File: config.mk
export PLATFORM = sky130hd
export DESIGN_NAME = ahb_slave_if
export DESIGN_NICKNAME = d
export VERILOG_FILES = /design/src/rtl/ahb_apb_pkg.sv /design/src/rtl/ahb_burst_tracker.sv /design/src/rtl/ahb_slave_if.sv
export SDC_FILE = /design/constraint.sdc
export NUM_CORES = 1
export LEC_CHECK = 0
export CAP_MARGIN = 10
export CORE_ASPECT_RATIO = 0.9
export CORE_MARGIN = 5
export CORE_UTILIZATION = 34
export DETAILED_ROUTE_END_ITERATION = 12
export MAX_ROUTING_LAYER = met4
export SETUP_SLACK_MARGIN = 0.05
export SLEW_MARGIN = 20
export SYNTH_ARGS = -nofsm -noshare
export SYNTH_HDL_FRONTEND = slang
export SYNTH_SLANG_ARGS = --single-unit
File: constraint.sdc
create_clock -name clock -period 6.15 [get_ports clock]
set_clock_uncertainty 0.15 [all_clocks]
set_input_delay 1.845 -clock clock [delete_from_list [all_inputs] [get_ports clock]]
set_output_delay 1.845 -clock clock [all_outputs]
set_load 0.005 [all_outputs]
File: src/rtl/ahb_apb_pkg.sv
// Shared types, address map and burst helpers for the AHB-to-APB bridge.
package ahb_apb_pkg;

    localparam int NUM_SEL_MAP = 3;

    typedef enum logic [1:0] {
        HT_IDLE   = 2'b00,
        HT_BUSY   = 2'b01,
        HT_NONSEQ = 2'b10,
        HT_SEQ    = 2'b11
    } htrans_t;

    typedef enum logic [2:0] {
        HB_SINGLE = 3'd0,
        HB_INCR   = 3'd1,
        HB_WRAP4  = 3'd2,
        HB_INCR4  = 3'd3,
        HB_WRAP8  = 3'd4,
        HB_INCR8  = 3'd5,
        HB_WRAP16 = 3'd6,
        HB_INCR16 = 3'd7
    } hburst_t;

    typedef enum logic [1:0] {
        HR_OKAY  = 2'b00,
        HR_ERROR = 2'b01,
        HR_RETRY = 2'b10,
        HR_SPLIT = 2'b11
    } hresp_t;

    // Two-cycle ERROR response sequencer
    typedef enum logic [1:0] {
        ES_OK   = 2'd0,
        ES_ERR1 = 2'd1,
        ES_ERR2 = 2'd2
    } err_state_t;

    // APB slave windows (64 MB each)
    localparam logic [31:0] SEL0_BASE = 32'h8000_0000;
    localparam logic [31:0] SEL0_LAST = 32'h83FF_FFFF;
    localparam logic [31:0] SEL1_BASE = 32'h8400_0000;
    localparam logic [31:0] SEL1_LAST = 32'h87FF_FFFF;
    localparam logic [31:0] SEL2_BASE = 32'h8800_0000;
    localparam logic [31:0] SEL2_LAST = 32'h8BFF_FFFF;

    // Beats in a burst; 0 means undefined-length INCR
    function automatic logic [4:0] burst_len(hburst_t b);
        case (b)
            HB_SINGLE:           burst_len = 5'd1;
            HB_INCR:             burst_len = 5'd0;
            HB_WRAP4, HB_INCR4:  burst_len = 5'd4;
            HB_WRAP8, HB_INCR8:  burst_len = 5'd8;
            default:             burst_len = 5'd16;
        endcase
    endfunction

endpackage

File: src/rtl/ahb_burst_tracker.sv
// Follows burst beat count and expected addresses; flags protocol violations.
module ahb_burst_tracker
    import ahb_apb_pkg::*;
#(
    parameter int ADDR_W = 32
) (
    input  logic              clock,
    input  logic              Hreset,
    input  logic              en,
    input  logic              Hreadyin,
    input  logic [1:0]        Htrans,
    input  logic [2:0]        Hsize,
    input  logic [2:0]        Hburst,
    input  logic [ADDR_W-1:0] Haddr,
    output logic              burst_err
);

    logic [4:0]        beats_left;
    logic [ADDR_W-1:0] exp_addr;
    logic [ADDR_W-1:0] next_addr;
    logic [ADDR_W-1:0] step;
    logic [ADDR_W-1:0] wrap_mask;
    logic [4:0]        len;
    logic              is_wrap;

    // Address the following beat must carry, given this beat's size and burst type
    always_comb begin
        len       = burst_len(hburst_t'(Hburst));
        step      = ADDR_W'(1) << Hsize;
        wrap_mask = (step * ADDR_W'(len)) - ADDR_W'(1);
        is_wrap   = (Hburst == HB_WRAP4) || (Hburst == HB_WRAP8) || (Hburst == HB_WRAP16);
        if (is_wrap)
            next_addr = (Haddr & ~wrap_mask) | ((Haddr + step) & wrap_mask);
        else
            next_addr = Haddr + step;
    end

    // Beat bookkeeping; BUSY and stalled cycles leave everything unchanged
    always_ff @(posedge clock) begin
        if (Hreset) begin
            beats_left <= 5'd0;
            exp_addr   <= '0;
            burst_err  <= 1'b0;
        end else if (en && Hreadyin) begin
            case (htrans_t'(Htrans))
                HT_NONSEQ: begin
                    if (beats_left != 5'd0)
                        burst_err <= 1'b1;
                    beats_left <= (len == 5'd0) ? 5'd0 : len - 5'd1;
                    exp_addr   <= next_addr;
                end
                HT_SEQ: begin
                    if ((beats_left == 5'd0) && (Hburst != HB_INCR))
                        burst_err <= 1'b1;
                    if (Haddr != exp_addr)
                        burst_err <= 1'b1;
                    if (beats_left != 5'd0)
                        beats_left <= beats_left - 5'd1;
                    exp_addr <= next_addr;
                end
                HT_IDLE: begin
                    if (beats_left != 5'd0) begin
                        burst_err  <= 1'b1;
                        beats_left <= 5'd0;
                    end
                end
                default: ;
            endcase
        end
    end

endmodule

File: src/rtl/ahb_slave_if.sv
// AHB responder front-end of the AHB-to-APB bridge: decode, pipelining, error response.
module ahb_slave_if
    import ahb_apb_pkg::*;
#(
    parameter int ADDR_W  = 32,
    parameter int DATA_W  = 32,
    parameter int NUM_SEL = 3
) (
    input  logic               clock,
    input  logic               Hreset,
    input  logic               Hwrite,
    input  logic               Hreadyin,
    input  logic [1:0]         Htrans,
    input  logic [2:0]         Hsize,
    input  logic [2:0]         Hburst,
    input  logic [ADDR_W-1:0]  Haddr,
    input  logic [DATA_W-1:0]  Hwdata,
    input  logic [DATA_W-1:0]  Prdata,
    input  logic               bridge_ready,
    output logic [DATA_W-1:0]  Hrdata,
    output logic               Hreadyout,
    output logic [1:0]         Hresp,
    output logic               valid,
    output logic [NUM_SEL-1:0] tempselx,
    output logic [ADDR_W-1:0]  Haddr1,
    output logic [ADDR_W-1:0]  Haddr2,
    output logic [DATA_W-1:0]  Hwdata1,
    output logic [DATA_W-1:0]  Hwdata2,
    output logic               Hwritereg,
    output logic               Hwritereg1,
    output logic               burst_err,
    output logic [1:0]         err_state
);

    // Handshake: an address phase is taken when Hreadyin is high and Htrans is
    // NONSEQ or SEQ; valid tells the APB side that this phase is a good transfer.

    err_state_t state, state_nxt;
    logic [2:0] sel_dec;
    logic       accept;
    logic       misalign;
    logic       bad;

    // Address decode and transfer qualification
    always_comb begin
        sel_dec[0] = (Haddr >= ADDR_W'(SEL0_BASE)) && (Haddr <= ADDR_W'(SEL0_LAST));
        sel_dec[1] = (Haddr >= ADDR_W'(SEL1_BASE)) && (Haddr <= ADDR_W'(SEL1_LAST));
        sel_dec[2] = (Haddr >= ADDR_W'(SEL2_BASE)) && (Haddr <= ADDR_W'(SEL2_LAST));
        accept     = Hreadyin && ((Htrans == HT_NONSEQ) || (Htrans == HT_SEQ));
        misalign   = ((Hsize == 3'd1) && Haddr[0]) || ((Hsize == 3'd2) && (Haddr[1:0] != 2'b00));
        bad        = (sel_dec == 3'b000) || (Hsize > 3'd2) || misalign;
    end

    assign tempselx  = NUM_SEL'(sel_dec);
    assign valid     = !Hreset && accept && !bad && (state != ES_ERR1);
    assign Hrdata    = Prdata;
    assign err_state = state;

    // Error FSM state register
    always_ff @(posedge clock) begin
        if (Hreset)
            state <= ES_OK;
        else
            state <= state_nxt;
    end

    // Error FSM next state: ERR1 always advances, ERR2 can restart on a new bad transfer
    always_comb begin
        state_nxt = state;
        case (state)
            ES_OK:   if (accept && bad) state_nxt = ES_ERR1;
            ES_ERR1: state_nxt = ES_ERR2;
            ES_ERR2: state_nxt = (accept && bad) ? ES_ERR1 : ES_OK;
            default: state_nxt = ES_OK;
        endcase
    end

    // Error FSM outputs: wait state then ready, both cycles signalling ERROR
    always_comb begin
        Hreadyout = bridge_ready;
        Hresp     = HR_OKAY;
        case (state)
            ES_ERR1: begin
                Hreadyout = 1'b0;
                Hresp     = HR_ERROR;
            end
            ES_ERR2: begin
                Hreadyout = 1'b1;
                Hresp     = HR_ERROR;
            end
            default: ;
        endcase
    end

    // Address/data/direction pipeline, advancing only when the bus is ready
    always_ff @(posedge clock) begin
        if (Hreset) begin
            Haddr1     <= '0;
            Haddr2     <= '0;
            Hwdata1    <= '0;
            Hwdata2    <= '0;
            Hwritereg  <= 1'b0;
            Hwritereg1 <= 1'b0;
        end else if (Hreadyin) begin
            Haddr1     <= Haddr;
            Haddr2     <= Haddr1;
            Hwdata1    <= Hwdata;
            Hwdata2    <= Hwdata1;
            Hwritereg  <= Hwrite;
            Hwritereg1 <= Hwritereg;
        end
    end

    // Burst checking is suspended while the first ERROR cycle ignores the bus
    ahb_burst_tracker #(.ADDR_W(ADDR_W)) u_burst (
        .clock     (clock),
        .Hreset    (Hreset),
        .en        (state != ES_ERR1),
        .Hreadyin  (Hreadyin),
        .Htrans    (Htrans),
        .Hsize     (Hsize),
        .Hburst    (Hburst),
        .Haddr     (Haddr),
        .burst_err (burst_err)
    );

endmodule

==> impl_metrics.tcl <==
set metrics [dict create \
    crit_arrival_ns 4.02 \
    ir_drop_mv 0.208 \
    finish.instance_area_um2 13300 \
    r2r_slack_ns 3.86 \
    fillers 2742 \
    clk_latency_ns 0.43 \
    yosysWarnings 0 \
    setup_viol_count_final 0 \
    report.final.slew_viol_count 0 \
    synth.top_cell.area_share 0.351 \
    syn_area_um2 9700 \
    place.gp.congestion 0.885 \
    p_leak_nw 5.68 \
    io-pin-count 281 \
    grt_setup_unrepaired "no" \
    initial_core_util 0.346 \
    power_density_nw_per_um2 222 \
    crit_path_frequent_cell "clkdlybuf4s50_1" \
    rr_endpoint "u_burst.exp_addr[27]$_SDFFE_PP0P_" \
    drtPass1Iterations 7 \
    ctsLongestPathBuffers 2 \
    avgViaCountPerCell 5.02 \
    cts_hold_repair.buffers 0 \
    slew_headroom 0.380 \
    critPathCaptureType "primary output" \
    syn_inst 1118 \
    synth_common_cells "nor2_1 (190), dfxtp_1 (170), mux2i_1 (135), inv_1 (62), ha_1 (55)" \
    grt_overflow 0 \
    antenna_found_initial 1 \
    grt_max_degree 132 \
    syn_to_final_growth_pct 36.6 \
    async_flop_share 0 \
    grt_pass1_vias 8563 \
    place_area_um2 12600 \
    ant_nets 0 \
    crit_type "in -> out" \
    synth_most_common_cell "nor2_1" \
    min_path_type "reg -> reg" \
    place_hpwl_um 21700 \
    synth_fp_nets 1296 \
    vias 8603 \
    start_kind "input pin" \
    max_slew.worst_pin.slew_ns 0.930 \
    drc 0 \
    synth_seq_cells 170 \
    die-area_um2 32000 \
    htree_num_levels 4 \
    avgRoutedWirePerCell_um 16.9 \
    chipWidth_um 188 \
    hp-start "u_burst.exp_addr[0]$_SDFFE_PP0P_" \
    fin_crit_ns 6.01 \
    cts_buffers 17 \
    multi_input_area_um2 5710 \
    port_buffers 215 \
    crit_path_max_incr_delay_ns 0.61 \
    syn_area_per_cell_um2 8.68 \
    cp.required_ns 4.16 \
    rr_worst_depth 8 \
    drt_iter0_drc 610 \
    placementRows 58 \
    worstHoldEndpoint "u_burst.exp_addr[0]$_SDFFE_PP0P_" \
    cts_tree "built" \
    status "complete, no violations" \
    grt.total_usage 0.184 \
    seqCellArea_um2 3400 \
    nets 1518 \
    root_buffer "clkbuf_16" \
    post-route-util 0.473 \
    synth_edf_count 0 \
    finalCritPeriodShare 0.978 \
    max_freq_mhz 166 \
    ys_seq_area_frac 0.351 \
    worstPathMaxFanout 4 \
    synth_top_cell_by_area "dfxtp_1" \
    fp.coreArea_um2 28000 \
    ys_types 63 \
    drv_cap 0 \
    cts.clk_slew.worst_paths_ns 0.07 \
    worstPathCellList "clkdlybuf4s50_1, or4b_4, or3_4, nor3_2, clkdlybuf4s50_1" \
    final_hold_viol_count 0 \
    synth_flop_cell "dfxtp_1" \
    layout-drive-gt1-share 0.126 \
    wl_um 28900 \
    r2r_start "err_state[1]$_SDFFE_PP0P_" \
    chipHeight_um 170 \
    synth_area_leaders "dfxtp_1 (35%), mux2i_1 (14%), nor2_1 (7.4%)" \
    cts.sinks 170 \
    critical_path.slowest_cell "or4b_4" \
    grt_pass1_wl_um 46200 \
    hold_path_depth 2 \
]
[how the worst max path moves through the flow]
stage,slack (ns),endpoint,from,cells after the start
final,0.14,valid,Haddr[29],5
after global routing,0.05,u_burst.exp_addr[14]$_SDFFE_PP0P_,Hburst[1],17
after global placement,-0.70,u_burst.exp_addr[18]$_SDFFE_PP0P_,Hsize[1],20
after detailed placement,-0.73,u_burst.exp_addr[18]$_SDFFE_PP0P_,Hsize[1],20
after floorplan,0.05,u_burst.exp_addr[14]$_SDFFE_PP0P_,Hsize[2],20
after CTS,0.07,u_burst.exp_addr[14]$_SDFFE_PP0P_,Hburst[0],17
[per-layer routing]
| metal | vias to the layer above | track usage | share of wire |
|---|---|---|---|
| li1 | 4276 | - | - |
| met5 | - | - | 0 |
| met2 | 217 | 0.298 | 0.47 |
| met1 | 4077 | 0.235 | 0.46 |
| met4 | 0 | 0.0491 | 0.018 |
| met3 | 33 | 0.0375 | 0.049 |
[where the power goes]
part | switching [mW] | internal [mW]
sequential | 0.0440 | 1.16
combinational | 0.320 | 0.339
clock | 0.465 | 0.612
[worst max-delay path: cells and delay by family]
family / cells / cell delay, ns
AND/OR/NAND/NOR: 3 / 1.20
buffers and inverters: 2 / 0.96
[metrics by stage]
step,setup TNS [ns],power [mW],hold WS (ns),worst slack (ns),cells
after floorplan,0,1.59,0.300,0.0501,1118
after global placement,-8.27,1.87,0.306,-0.699,1679
after detailed placement,-9.01,1.88,0.312,-0.733,1679
after CTS,0,2.98,0.327,0.0663,1713
after global routing,0,3.10,0.369,0.0475,1714
final,0,2.94,0.330,0.138,1715
[logic make-up (layout without fill, tap and decap cells)]
family | Yosys count | in the layout | synth area share
simple gates | 359 | 359 | 0.171
other cells | 1 | 3 | 0.000387
buf+inv | 167 | 402 | 0.0775
flops | 170 | 170 | 0.351
xor+xnor | 48 | 48 | 0.0433
compound gates | 167 | 167 | 0.116
mux | 137 | 137 | 0.142
fa+ha+maj | 69 | 69 | 0.0998
[cell usage in the layout (no fill, tap or decap), types with 5 or more instances in the layout]
cell,n
clkdlybuf4s50_1,207
nor2_1,187
dfxtp_1,170
mux2i_1,135
buf_4,92
inv_1,59
ha_1,51
o21ai_0,45
nand2_1,43
xnor2_1,29
a21oi_1,26
nand3_1,25
xor2_1,19
clkbuf_16,17
nor3_1,14
a21o_1,13
a211oi_1,13
and3_1,13
nand4_1,12
fa_1,12
a31oi_1,11
nor4_1,10
nand2b_1,8
or3_1,8
a311oi_1,7
or4_1,6
o211ai_1,5
o31ai_1,5
[cell type report]
type,count,area share
Antenna cell,2,0.000378
Clock buffer,19,0.0334
Clock inverter,13,0.0105
Inverter,62,0.0177
Multi-Input combinational cell,781,0.431
Sequential cell,170,0.257
Tap cell,360,0.0340
Timing Repair Buffer,308,0.216
[sequential cells by signal, summed over array words and instances, names as in the netlist]
name / count
Haddr2: 32
Hwdata1: 32
u_burst.exp_addr: 32
Hwritereg: 1
u_burst.beats_left: 5
Haddr1: 32
err_state: 2
Hwdata2: 32
u_burst.burst_err: 1
Hwritereg1: 1
[repair_timing]
| action | CTS | global route |
|---|---|---|
| setup buffers | 2 | 0 |
| setup endpoints to repair | 10 | 15 |
| pin swaps | 1 | 13 |
| gates resized for setup | 14 | 17 |
No activity file was read; power rests on OpenSTA's default activity.
